**src/rtl/aes_stream_adapter_if.sv**
```systemverilog
// ============================================================================
// Module : aes_stream_adapter_if
// Brief  : Input/output word streams between the system bus and the adapter.
// Rev    : 1.0
// ============================================================================
`default_nettype none

interface aes_stream_adapter_if;
    logic        s_valid;
    logic        s_ready;
    logic [31:0] s_data;
    logic        s_is_key;
    logic        m_valid;
    logic        m_ready;
    logic [31:0] m_data;

    // master = word source / result sink, slave = adapter
    modport master (output s_valid, s_data, s_is_key, m_ready,
                    input  s_ready, m_valid, m_data);
    modport slave  (input  s_valid, s_data, s_is_key, m_ready,
                    output s_ready, m_valid, m_data);
endinterface

`default_nettype wire

```
**src/rtl/aes_stream_adapter.sv**
```systemverilog
// ============================================================================
// Module : aes_stream_adapter
// Brief  : Word-serial key/data loader and result unloader around an AES core.
// Rev    : 1.0
// ============================================================================
`default_nettype none

module aes_stream_adapter #(
    parameter int TIMEOUT = 64
) (
    input  wire           clk,
    input  wire           rst_n,
    aes_stream_adapter_if.slave bus,
    output logic [127:0]  o_core_data_in,
    output logic [127:0]  o_core_key,
    output logic          o_core_rst_n,
    input  wire  [127:0]  i_core_result,
    input  wire           i_core_finished,
    output logic          o_busy,
    output logic          o_timeout_err
);

    localparam int            CW         = (TIMEOUT > 1) ? $clog2(TIMEOUT) : 1;
    localparam logic [CW-1:0] C_CYC_LAST = CW'(TIMEOUT - 1);

    typedef enum logic [1:0] {
        S_LOAD  = 2'd0,
        S_RUN   = 2'd1,
        S_DRAIN = 2'd2
    } state_t;

    state_t         r_state;
    state_t         w_state_nxt;
    logic [127:0]   r_data;
    logic [127:0]   r_key;
    logic [127:0]   r_result;
    logic [2:0]     r_data_cnt;
    logic [1:0]     r_key_cnt;
    logic           r_key_loaded;
    logic [CW-1:0]  r_cyc_cnt;
    logic [1:0]     r_out_cnt;
    logic           r_core_rst_n;

    logic           w_s_ready;
    logic           w_data_fire;
    logic           w_key_fire;
    logic [2:0]     w_data_cnt_nxt;
    logic           w_key_loaded_nxt;
    logic           w_finish;
    logic           w_timeout;
    logic           w_m_valid;
    logic [31:0]    w_m_data;

    always_ff @(posedge clk or negedge rst_n) begin
        if (!rst_n) r_state <= S_LOAD;
        else        r_state <= w_state_nxt;
    end

    always_comb begin
        w_state_nxt      = r_state;
        w_s_ready        = 1'b0;
        w_data_fire      = 1'b0;
        w_key_fire       = 1'b0;
        w_data_cnt_nxt   = r_data_cnt;
        w_key_loaded_nxt = r_key_loaded;
        w_finish         = 1'b0;
        w_timeout        = 1'b0;
        w_m_valid        = 1'b0;
        w_m_data         = 32'd0;
        case (r_state)
            S_LOAD: begin
                // rst_n gate keeps s_ready low while the reset is held
                w_s_ready   = rst_n && (bus.s_is_key || (r_data_cnt < 3'd4));
                w_data_fire = bus.s_valid && w_s_ready && !bus.s_is_key;
                w_key_fire  = bus.s_valid && w_s_ready && bus.s_is_key;
                if (w_data_fire) w_data_cnt_nxt = r_data_cnt + 3'd1;
                if (w_key_fire) begin
                    if (r_key_cnt == 2'd3)      w_key_loaded_nxt = 1'b1;
                    else if (r_key_cnt == 2'd0) w_key_loaded_nxt = 1'b0;
                end
                if ((w_data_cnt_nxt == 3'd4) && w_key_loaded_nxt) w_state_nxt = S_RUN;
            end
            S_RUN: begin
                w_finish  = i_core_finished && (r_cyc_cnt != '0);
                w_timeout = !w_finish && (r_cyc_cnt == C_CYC_LAST);
                if (w_finish)       w_state_nxt = S_DRAIN;
                else if (w_timeout) w_state_nxt = S_LOAD;
            end
            S_DRAIN: begin
                w_m_valid = 1'b1;
                case (r_out_cnt)
                    2'd0:    w_m_data = r_result[127:96];
                    2'd1:    w_m_data = r_result[95:64];
                    2'd2:    w_m_data = r_result[63:32];
                    default: w_m_data = r_result[31:0];
                endcase
                if (bus.m_ready && (r_out_cnt == 2'd3)) w_state_nxt = S_LOAD;
            end
            default: w_state_nxt = S_LOAD;
        endcase
    end

    always_ff @(posedge clk or negedge rst_n) begin
        if (!rst_n) begin
            r_data       <= '0;
            r_key        <= '0;
            r_result     <= '0;
            r_data_cnt   <= 3'd0;
            r_key_cnt    <= 2'd0;
            r_key_loaded <= 1'b0;
            r_cyc_cnt    <= '0;
            r_out_cnt    <= 2'd0;
            r_core_rst_n <= 1'b0;
        end else begin
            case (r_state)
                S_LOAD: begin
                    for (int i = 0; i < 4; i++) begin
                        if (w_data_fire && (r_data_cnt[1:0] == 2'(i)))
                            r_data[96-32*i +: 32] <= bus.s_data;
                        if (w_key_fire && (r_key_cnt == 2'(i)))
                            r_key[96-32*i +: 32] <= bus.s_data;
                    end
                    if (w_key_fire) r_key_cnt <= r_key_cnt + 2'd1;
                    r_key_loaded <= w_key_loaded_nxt;
                    if (w_state_nxt == S_RUN) begin
                        r_data_cnt   <= 3'd0;
                        r_cyc_cnt    <= '0;
                        r_core_rst_n <= 1'b1;
                    end else begin
                        r_data_cnt   <= w_data_cnt_nxt;
                    end
                end
                S_RUN: begin
                    if (w_finish) begin
                        r_result     <= i_core_result;
                        r_core_rst_n <= 1'b0;
                        r_out_cnt    <= 2'd0;
                    end else if (w_timeout) begin
                        r_core_rst_n <= 1'b0;
                    end else begin
                        r_cyc_cnt    <= r_cyc_cnt + CW'(1);
                    end
                end
                S_DRAIN: begin
                    if (bus.m_ready) r_out_cnt <= r_out_cnt + 2'd1;
                end
                default: ;
            endcase
        end
    end

    assign bus.s_ready    = w_s_ready;
    assign bus.m_valid    = w_m_valid;
    assign bus.m_data     = w_m_data;
    assign o_core_data_in = r_data;
    assign o_core_key     = r_key;
    assign o_core_rst_n   = r_core_rst_n;
    assign o_busy         = (r_state != S_LOAD);
    assign o_timeout_err  = w_timeout;

endmodule

`default_nettype wire

```
**src/flat_wrapper.sv**
```systemverilog
// flat-port wrapper written by rule: the top's interface ports become plain ports
module aes_stream_adapter_flat 
#(
    parameter int TIMEOUT = 64
)
  (clk, rst_n, o_core_data_in, o_core_key, o_core_rst_n, i_core_result, i_core_finished, o_busy, o_timeout_err, bus_s_valid, bus_s_data, bus_s_is_key, bus_m_ready, bus_s_ready, bus_m_valid, bus_m_data);
  aes_stream_adapter_if bus_i ();
  input  wire clk;
  input  wire rst_n;
  output logic [127:0] o_core_data_in;
  output logic [127:0] o_core_key;
  output logic o_core_rst_n;
  input  wire  [127:0] i_core_result;
  input  wire i_core_finished;
  output logic o_busy;
  output logic o_timeout_err;
  input wire logic [$bits(bus_i.s_valid)-1:0] bus_s_valid;
  input wire logic [$bits(bus_i.s_data)-1:0] bus_s_data;
  input wire logic [$bits(bus_i.s_is_key)-1:0] bus_s_is_key;
  input wire logic [$bits(bus_i.m_ready)-1:0] bus_m_ready;
  output wire logic [$bits(bus_i.s_ready)-1:0] bus_s_ready;
  output wire logic [$bits(bus_i.m_valid)-1:0] bus_m_valid;
  output wire logic [$bits(bus_i.m_data)-1:0] bus_m_data;
  assign bus_i.s_valid = bus_s_valid;
  assign bus_i.s_data = bus_s_data;
  assign bus_i.s_is_key = bus_s_is_key;
  assign bus_i.m_ready = bus_m_ready;
  assign bus_s_ready = bus_i.s_ready;
  assign bus_m_valid = bus_i.m_valid;
  assign bus_m_data = bus_i.m_data;
  aes_stream_adapter #(.TIMEOUT(TIMEOUT)) u_core (.clk(clk), .rst_n(rst_n), .bus(bus_i), .o_core_data_in(o_core_data_in), .o_core_key(o_core_key), .o_core_rst_n(o_core_rst_n), .i_core_result(i_core_result), .i_core_finished(i_core_finished), .o_busy(o_busy), .o_timeout_err(o_timeout_err));
endmodule
```
**config.mk**
```make
export PLATFORM = sky130hd
export DESIGN_NAME = aes_stream_adapter_flat
export DESIGN_NICKNAME = d
export VERILOG_FILES = /design/src/rtl/aes_stream_adapter_if.sv /design/src/rtl/aes_stream_adapter.sv /design/src/flat_wrapper.sv
export SDC_FILE = /design/constraint.sdc
export NUM_CORES = 1
export LEC_CHECK = 0
export ABC_AREA = 1
export CAP_MARGIN = 10
export CELL_PAD_IN_SITES_DETAIL_PLACEMENT = 0
export CELL_PAD_IN_SITES_GLOBAL_PLACEMENT = 1
export CORE_ASPECT_RATIO = 1.4
export CORE_MARGIN = 4
export CORE_UTILIZATION = 41
export CTS_BUF_LIST = sky130_fd_sc_hd__clkbuf_4 sky130_fd_sc_hd__clkbuf_8
export CTS_CLUSTER_DIAMETER = 100
export DETAILED_ROUTE_END_ITERATION = 16
export PLACE_DENSITY = 0.95
export SLEW_MARGIN = 20
export SYNTH_ARGS = -nofsm -noshare
export SYNTH_HDL_FRONTEND = slang
export SYNTH_SLANG_ARGS = --single-unit
export TNS_END_PERCENT = 50
```
**constraint.sdc**
```tcl
create_clock -name clk -period 3.5 [get_ports clk]
set_input_delay 0.525 -clock clk [delete_from_list [all_inputs] [get_ports clk]]
set_output_delay 0.525 -clock clk [all_outputs]
set_load 0.005 [all_outputs]
```
-- After elaboration in Yosys (flattened, before gate mapping)
Index checks and enable logic that the tools add are counted.
- flip-flop bits (word level): 401
- bits of input ports: 166
- add/subtract/negate cells: 4
- magnitude comparators: 1
- equal/unequal tests: 20
- mux-type cells: 31
- reduce and logical (&&, ||, !) cells: 40
- operators by type and width (operator ; number):
    32-bit case mux with 3 select lines ; 1
    32-bit two-way mux ; 1
    2-bit AND reduction ; 10
    6-bit two-way mux ; 3
    1-bit logical AND ; 16
    2-bit == test (second input constant) ; 7
    1-bit two-way mux ; 13
    2-bit two-way mux ; 6
    6-bit case mux with 2 select lines ; 1
    2-bit by 1-bit == test with 1-bit output (second input constant) ; 5
    3-bit two-way mux ; 3
    2-bit logical NOT ; 4
    6-bit by 1-bit adder with 6-bit output (second input constant) ; 1
    6-bit == test (second input constant) ; 1
    2-bit inequality test (second input constant) ; 3
    2-bit case mux with 3 select lines ; 1
    3-bit AND reduction ; 2
    2-bit nonzero test ; 3
    6-bit nonzero test ; 1
    2-bit by 1-bit adder with 2-bit output (second input constant) ; 2
    2-bit by 1-bit inequality test with 1-bit output (second input constant) ; 2
    2-bit case mux with 2 select lines ; 1
    4-bit AND reduction ; 1
    3-bit by 1-bit adder with 3-bit output (second input constant) ; 1
    6 further kinds ; 7

-- Logic depth before layout (Yosys ltp)
Gate-level depths: netlist of the first run.
- depth after elaboration: 14
- depth in mapped cells: 11

-- Least setup slack after synthesis of the first run
Ideal clock, no wire load.
- kind: reg-to-output
- from: register u_core.r_out_cnt[0]
- to: output bus_m_data[1]
- data arrival time: 1.351 ns
- required time: 2.975 ns
- setup slack: 1.624 ns
- stages on the path, launching flop included: 7
- path through: dfrtp_1 -> ha_1 -> clkbuf_1 -> inv_1 -> clkbuf_1 -> o21ai_0 -> a31oi_1
- longest elaborated chain between the ends: 3
- elaborated cells on any way between the ends: 5
- classes of those cells: 2 x eq/ne; 2 x mux; 1 x reduce/logical
- RTL lines (element ; RTL line ; source):
    start, declared ; aes_stream_adapter.sv:41 ; logic [1:0] r_out_cnt;
    start signal, assigned ; aes_stream_adapter.sv:145 ; if (bus.m_ready) r_out_cnt <= r_out_cnt + 2'd1;
    2-bit == test (tied with other cells) ; aes_stream_adapter.sv:91 ; case (r_out_cnt)
    32-bit case mux with 3 select lines * ; aes_stream_adapter.sv:91 ;
    32-bit two-way mux * ; aes_stream_adapter.sv:70 ; case (r_state)
    end, declared ; flat_wrapper.sv:23 ; output wire logic [$bits(bus_i.m_data)-1:0] bus_m_data;
Mark *: on every way between the ends. The rest lies on a longest branch, timed or not.

-- Worst setup path after layout of the first run
- from: register u_core.r_out_cnt[0]
- to: output bus_m_data[12]
The elaborated chain is that of the path after synthesis.

==> flow_summary.yaml, run 1 <==
place:
  place_congestion: 0.874
  pre_cts_slack_ns: 0.906
  dp_hpwl_um: 36300
  portBuffers: 458
logic_synthesis:
  synth_area_mm2: 0.0161
  postSynthAreaPerCell_um2: 11.1
  yosysWarnings: 0
  seq_area_frac_synth_pct: 62.3
  ys_types: 25
  yosys.area_share.simple_pct: 10.1
  synth_top_family_by_area: "compound AO/OA/AOI/OAI gates"
  muxShareOfSynthArea_pct: 11.0
  synth_xor_area_share_pct: 0.163
  synth_top_area_cell: "dfrtp_1"
  ys_seq_elements: 401
  synth_compound_area_share_pct: 11.4
  synth_fa_ha_area_share_pct: 1.16
  synth.area.top_cells: "dfrtp_1, nand2_1, mux2_4, o21ai_0, mux2_2"
  syn_nets: 1631
  yosysTopAreaCellShare_pct: 62.3
  postSynthCellCount: 1450
clock_tree:
  ctsResizeCount: 0
  cts_tree: "built"
  numClockSinks: 401
  cts_max_level: 2
  cts_buffers: 59
  clk_latency_ns: 0.63
  clk_pin_slew_ns: 0.07
  cts_buffer_depth: 3
  root_buffer: "clkbuf_8"
detailed_routing:
  first_pass_iters: 7
  vias: 12700
  ant_nets: 0
  drc: 0
  routed_wl_um: 50500
  wl_per_cell_um: 20.4
  vias_per_cell: 5.11
  met1_length_um: 19200
  topRoutingLayerUsed: "met4"
  met3_length_um: 4460
  drtIter0Drc: 810
  wl_met2_um: 25100
timing:
  timing.final.crit_share_pct: 92.1
  slew_headroom_pct: 37.1
  final_max_slew_viol_count: 0
  finalClockSkew_ns: 0.0277
  min_period_ns: 3.22
  fmaxAchievable_mhz: 310
  worst_pin_slew_ns: 0.943
  setup_ws_ns: 0.278
  grt_setup_unrepaired: "false"
  hold_viol_final: 0
  setup_viol_count_final: 0
  setup_tns_ns: 0
layout:
  drive_above_1_share_pct: 14.4
  layout.cells.most_common_list: "clkdlybuf4s50_1, dfrtp_1, nand2_1"
  syn2layout_area_growth_pct: 39.5
  final_common_cell: "clkdlybuf4s50_1"
  nets: 2092
floorplanning:
  ios: 459
  core_mm2: 0.0386
  die_height_um: 243
  start_util_pct: 41.8
  die_area_mm2: 0.0426
  rows: 85
  fp.dieW_um: 176
status:
  status: "complete, no violations"
setup_path:
  r2r-start: "u_core.r_cyc_cnt[0]$_DFFE_PN0P_"
  cp_data_arrival_time_ns: 2.70
  start_kind: "flop"
  cp.required_ns: 2.97
  slowest_stage: "clkdlybuf4s50_1"
  end_kind: "output port"
  crit_chain: "ha_1, inv_1, buf_4, o21ai_0, a31oi_1, clkdlybuf4s50_1"
  startpoint: "u_core.r_out_cnt[0]$_DFFE_PN0P_"
  path_max_fanout: 32
  path_class: "reg2out"
  cp_slowest_stage_delay_ns: 0.56
job:
  cap_violations: 0
pwr:
  ir_drop_v: 0.000373
  leakage_nw: 10.4
  power_mw: 19.0
  pwr_density_cell_mw_per_mm2: 846
worst_hold_path:
  hold_class: "in2async"
grt:
  grt_max_degree: 74
  grt_overflow: 0
  track_usage_pct: 23.0
  antenna_found_initial: 1
  grt_pass1_wl_um: 77300
  grt_pass1_vias: 13000
-- cells by family (layout without fill, tap and decap cells) --
family,count (synthesis),in the layout
AO/OA/AOI/OAI,358,358
XOR/XNOR,3,3
adder cells (fa/ha/maj),15,15
buffers and inverters,135,641
flip-flops,401,401
multiplexers,128,128
other,0,1
AND/OR/NAND/NOR,410,410
-- worst max-delay path: cells and delay by family, from the launching register on --
kind            cells  cell delay [ns]
compound gates      2             0.43
buf+inv             3             0.96
fa+ha+maj           1             0.24
flops               1             0.43
-- cell usage after synthesis, drive strengths merged --
cell,count
dfrtp,401
nand2,377
o21ai,293
mux2,128
inv,52
clkbuf,46
buf,37
a21oi,32
a31oi,32
ha,15
nor2,13
nand3,12
nand4,6
xor2,3
nor3,2
o21bai,1
-- routing by layer --
metal	vias up	track usage (%)
li1	5788	-
met5	-	0
met1	6210	27.3
met3	93	6.54
met4	0	8.56
met2	565	39.7
-- sequential cells by signal, summed over array words and instances (netlist names) --
| register | count |
|---|---|
| u_core.o_core_data_in | 128 |
| u_core.o_core_key | 128 |
| u_core.r_result | 128 |
| u_core.r_cyc_cnt | 6 |
| u_core.r_data_cnt | 3 |
| u_core.r_key_cnt | 2 |
| u_core.r_out_cnt | 2 |
| u_core.r_state | 2 |
| u_core.o_core_rst_n | 1 |
| u_core.r_key_loaded | 1 |
-- through the flow --
stage,utilization [%],hold slack [ns],cell area (µm²),std cells
finish,58.2,0.401,22500,2479
global placement,54.8,0.451,21200,2371
floorplan,-,0.229,16100,1450
global route,58.2,0.393,22500,2479
CTS,58.2,0.352,22500,2478
detailed placement,54.8,0.454,21200,2371
-- path summary, 6_finish.rpt --
| check | to | slack (ns) | cells after the start |
|---|---|---|---|
| worst max-delay path | bus_m_data[12] | 0.28 | 6 |
| worst min register to register | u_core.o_core_key[31]$_DFFE_PN0P_ | 0.48 | 2 |
| min in group clk | u_core.o_core_key[31]$_DFFE_PN0P_ | 0.48 | 2 |
| max in group asynchronous | u_core.r_cyc_cnt[3]$_DFFE_PN0P_ | 1.50 | 4 |
| worst min-delay path | u_core.r_result[79]$_DFFE_PN0P_ | 0.40 | 2 |
| worst max register to register | u_core.r_result[21]$_DFFE_PN0P_ | 1.32 | 8 |
-- repair_timing --
| action | CTS | global route |
|---|---|---|
| hold buffers | 1 | 0 |
| hold endpoints to repair | 35 | 0 |
| buffers inserted | 0 | 0 |
-- cell type report --
cell class | count | area [µm²]
sequential | 401 | 10000
clock buffer | 95 | 1220
inverter | 52 | 195
clock inverter | 11 | 96.3
tap | 522 | 653
antenna | 1 | 2.50
multi-input combinational | 914 | 5470
fill | 3169 | 16100
timing repair buffer | 483 | 4820
-- report_power, final --
part	total (mW)	switching [mW]	internal [mW]
clock	4.10	1.81	2.28
sequential	7.96	1.27	6.70
combinational	6.95	2.86	4.10
total	19.0	5.94	13.1
(Power assumes the default switching activity.)
==> inputs of run 2 (changes only) <==
- SLEW_MARGIN: 20 -> 25
==> flow_summary.yaml, run 2 (synthesized netlist as in run 1, its figures left out) <==
worst_hold_path:
  hold_class: "in2async"
timing:
  grt_setup_unrepaired: "false"
  final_max_slew_viol_count: 0
  fmaxAchievable_mhz: 309
  hold_viol_final: 0
  setup_tns_ns: 0
  worst_pin_slew_ns: 0.827
  slew_headroom_pct: 44.9
  setup_viol_count_final: 0
  min_period_ns: 3.24
  finalClockSkew_ns: 0.0323
  timing.final.crit_share_pct: 92.5
clock_tree:
  cts_max_level: 2
  clk_pin_slew_ns: 0.07
  clk_latency_ns: 0.63
  cts_buffer_depth: 3
  cts_tree: "built"
  numClockSinks: 401
  post_cts_buffers: 0
  cts_buffers: 59
  ctsResizeCount: 0
  root_buffer: "clkbuf_8"
place:
  dp_hpwl_um: 36300
  place_congestion: 0.874
  placed_cells: 2371
  dpl_cell_area_mm2: 0.0212
  portBuffers: 458
pwr:
  leakage_nw: 10.4
  ir_drop_v: 0.000374
  pwr_density_cell_mw_per_mm2: 845
layout:
  drive_above_1_share_pct: 14.4
  final_util_pct: 58.3
  layout.cells.most_common_list: "clkdlybuf4s50_1, dfrtp_1, nand2_1"
  finalNonFillerCells: 2480
  final_common_cell: "clkdlybuf4s50_1"
  final_cell_area_mm2: 0.0225
  fillCellCount: 3166
  syn2layout_area_growth_pct: 39.7
  nets: 2093
setup_path:
  cp.required_ns: 2.97
  r2r_slack_ns: 1.32
  start_kind: "flop"
  end_kind: "output port"
  r2r-start: "u_core.r_cyc_cnt[0]$_DFFE_PN0P_"
  rr_worst_depth: 8
  cp_data_arrival_time_ns: 2.71
  path_class: "reg2out"
  path_max_fanout: 32
  r2r-end: "u_core.r_result[21]$_DFFE_PN0P_"
floorplanning:
  start_util_pct: 41.8
  rows: 85
  die_area_mm2: 0.0426
  fp.dieW_um: 176
  die_height_um: 243
  ios: 459
  core_mm2: 0.0386
grt:
  track_usage_pct: 23.0
  grt_overflow: 0
  grt_pass1_vias: 13000
  antenna_found_initial: 1
  grt_pass1_wl_um: 77300
  grt_max_degree: 74
status:
  status: "complete, no violations"
detailed_routing:
  wl_per_cell_um: 20.4
  drc: 0
  first_pass_iters: 5
  vias: 12700
  ant_nets: 0
  vias_per_cell: 5.12
  drtIter0Drc: 791
  routed_wl_um: 50600
job:
  cap_violations: 0
-- run 2: cell types whose count changed in the layout (fill, tap and decap cells not counted) --
cell,delta
buf_16,+1
-- run 2: timing repair --
item                                    4_1_cts  5_1_grt
endpoints found under the setup margin        0        0
hold buffers                                  1        0
hold endpoints to repair                     35        0
-- run 2: how the worst max path moves through the flow --
stage	from	to	slack [ns]	depth (start not counted)
2_1_floorplan	u_core.r_out_cnt[0]$_DFFE_PN0P_	bus_m_data[1]	1.62	6
3_3_place_gp	bus_s_is_key	u_core.o_core_key[117]$_DFFE_PN0P_	1.0	9
3_5_place_dp	u_core.r_out_cnt[0]$_DFFE_PN0P_	bus_m_data[12]	0.91	6
4_1_cts	u_core.r_out_cnt[0]$_DFFE_PN0P_	bus_m_data[12]	0.21	6
5_1_grt	u_core.r_out_cnt[0]$_DFFE_PN0P_	bus_m_data[15]	0.10	6
6_report	u_core.r_out_cnt[0]$_DFFE_PN0P_	bus_m_data[12]	0.26	6
-- run 2: critical path: stages, from the launching register on --
cell and delay (ns):
dfrtp_1 0.43, ha_1 0.24, inv_1 0.06, buf_4 0.35
o21ai_0 0.17, a31oi_1 0.27, clkdlybuf4s50_1 0.56
-- run 2: per-stage QoR --
stage,hold WS [ns],power [mW],setup slack [ns]
3_5_place_dp,0.454,15.0,0.906
3_3_place_gp,0.451,14.7,1.00
2_1_floorplan,0.229,10.5,1.62
5_1_grt,0.393,20.2,0.102
4_1_cts,0.352,19.2,0.208
6_report,0.402,19.0,0.264
-- run 2: area by class of cell --
type | count | area, µm² | share of cell area (%)
antenna | 1 | 2.50 | 0.0111
clock buffer | 95 | 1220 | 5.42
clock inverter | 11 | 96.3 | 0.428
inverter | 52 | 195 | 0.867
multi-input combinational | 914 | 5470 | 24.3
sequential | 401 | 10000 | 44.6
tap | 522 | 653 | 2.90
timing repair buffer | 484 | 4840 | 21.5
-- run 2: power breakdown --
part / internal [mW] / total [mW] / switching [mW]
logic: 4.10 / 6.96 / 2.86
registers: 6.70 / 7.97 / 1.27
clock network: 2.28 / 4.10 / 1.81
-- run 2: routing by layer --
layer,GRT usage (%),routed length (µm),part of all wire [%],vias to the layer above
li1,-,-,-,5797
met5,0,0,0,-
met4,8.56,1810,3.6,0
met2,39.7,25000,50,567
met3,6.54,4520,8.9,91
met1,27.3,19200,38,6243
==> inputs of run 3 (changes only) <==
- CAP_MARGIN: 10 -> not set
- SKIP_CTS_REPAIR_TIMING: not set -> 1
==> flow_summary.yaml, run 3 (synthesized netlist as in run 1, its figures left out) <==
pwr:
  power_mw: 19.0
  netSwitchingFraction_pct: 31.2
  clkPwrFrac_pct: 21.5
  pwr-share-comb_pct: 36.6
  p_sw_mw: 5.94
  p_seq_share_pct: 41.9
  leakage_nw: 10.4
  pwr_density_cell_mw_per_mm2: 845
  ir_drop_v: 0.000374
  intPower_mw: 13.1
detailed_routing:
  first_pass_iters: 5
  routed_wl_um: 50500
  vias_per_cell: 5.11
  wl_per_cell_um: 20.4
  ant_nets: 0
  drtIter0Drc: 700
  vias: 12700
  drc: 0
layout:
  drive_above_1_share_pct: 14.4
  syn2layout_area_growth_pct: 39.7
  layout.cells.most_common_list: "clkdlybuf4s50_1, dfrtp_1, nand2_1"
  finalNonFillerCells: 2480
  final_common_cell: "clkdlybuf4s50_1"
  nets: 2093
  final_util_pct: 58.3
  final_cell_area_mm2: 0.0225
place:
  dp_hpwl_um: 36300
  dpl_cell_area_mm2: 0.0212
  pre_cts_slack_ns: 0.906
  place_congestion: 0.874
  portBuffers: 458
  placed_cells: 2371
clock_tree:
  clk_latency_ns: 0.63
  cts_max_level: 2
  clk_pin_slew_ns: 0.07
  cts_buffer_depth: 3
  numClockSinks: 401
  cts_tree: "built"
  root_buffer: "clkbuf_8"
  cts_buffers: 59
timing:
  min_period_ns: 3.24
  slew_headroom_pct: 44.5
  setup_tns_ns: 0
  worst_pin_slew_ns: 0.832
  setup_viol_count_final: 0
  hold_viol_final: 0
  finalClockSkew_ns: 0.0302
  setup_ws_ns: 0.258
  timing.final.crit_share_pct: 92.6
  hold_ws_ns: 0.400
  grt_setup_unrepaired: "false"
  final_max_slew_viol_count: 0
  fmaxAchievable_mhz: 308
setup_path:
  startpoint: "u_core.r_out_cnt[0]$_DFFE_PN0P_"
  path_max_fanout: 32
  worst-path-stages: 6
  path_class: "reg2out"
  crit_chain: "ha_1, inv_1, buf_4, o21ai_0, a31oi_1, clkdlybuf4s50_1"
  r2r-end: "u_core.r_result[21]$_DFFE_PN0P_"
  path_buf_inv: 3
  cp_data_arrival_time_ns: 2.72
  cp_top_family: "buffers and inverters"
  rr_worst_depth: 8
  slowest_stage: "clkdlybuf4s50_1"
  end_kind: "output port"
  start_kind: "flop"
  r2r_slack_ns: 1.32
  cp.required_ns: 2.97
  r2r-start: "u_core.r_cyc_cnt[0]$_DFFE_PN0P_"
  cp_slowest_stage_delay_ns: 0.56
floorplanning:
  start_util_pct: 41.8
  rows: 85
  fp.dieW_um: 176
  die_height_um: 243
  die_area_mm2: 0.0426
  core_mm2: 0.0386
  ios: 459
grt:
  track_usage_pct: 23.0
  grt_pass1_vias: 13000
  grt_overflow: 0
  grt_max_degree: 74
  antenna_found_initial: 1
  grt_pass1_wl_um: 77300
job:
  cap_violations: 0
worst_hold_path:
  hold_class: "in2async"
status:
  status: "complete, no violations"
[run 3: routing by layer]
layer / routed length, µm / global-route usage (%) / vias up
met4: 1800 / 8.56 / 0
met2: 25000 / 39.7 / 556
met3: 4430 / 6.54 / 95
li1: - / - / 5798
met1: 19300 / 27.3 / 6232
met5: 0 / 0 / -
[run 3: final cells by class]
cell class / instances / area (µm²)
Multi-Input combinational cell: 914 / 5470
Sequential cell: 401 / 10000
Fill cell: 3166 / 16100
Clock buffer: 95 / 1220
Timing Repair Buffer: 484 / 4840
Clock inverter: 11 / 96.3
Tap cell: 522 / 653
Inverter: 52 / 195
Antenna cell: 1 / 2.50
[run 3: worst max path at each step]
stage	end	slack, ns
final	bus_m_data[12]	0.26
after global routing	bus_m_data[15]	0.10
after CTS	bus_m_data[12]	0.21
after detailed placement	bus_m_data[12]	0.91
after global placement	u_core.o_core_key[117]$_DFFE_PN0P_	1.0
after floorplan	bus_m_data[1]	1.62
[run 3: power groups by stage]
stage	Combinational (mW)	Clock [mW]	Sequential, mW
floorplan	2.71	0	7.83
global placement	6.82	0	7.93
detailed placement	7.00	0	8.00
CTS	7.03	4.20	7.95
global route	7.56	4.41	8.19
finish	6.96	4.09	7.97
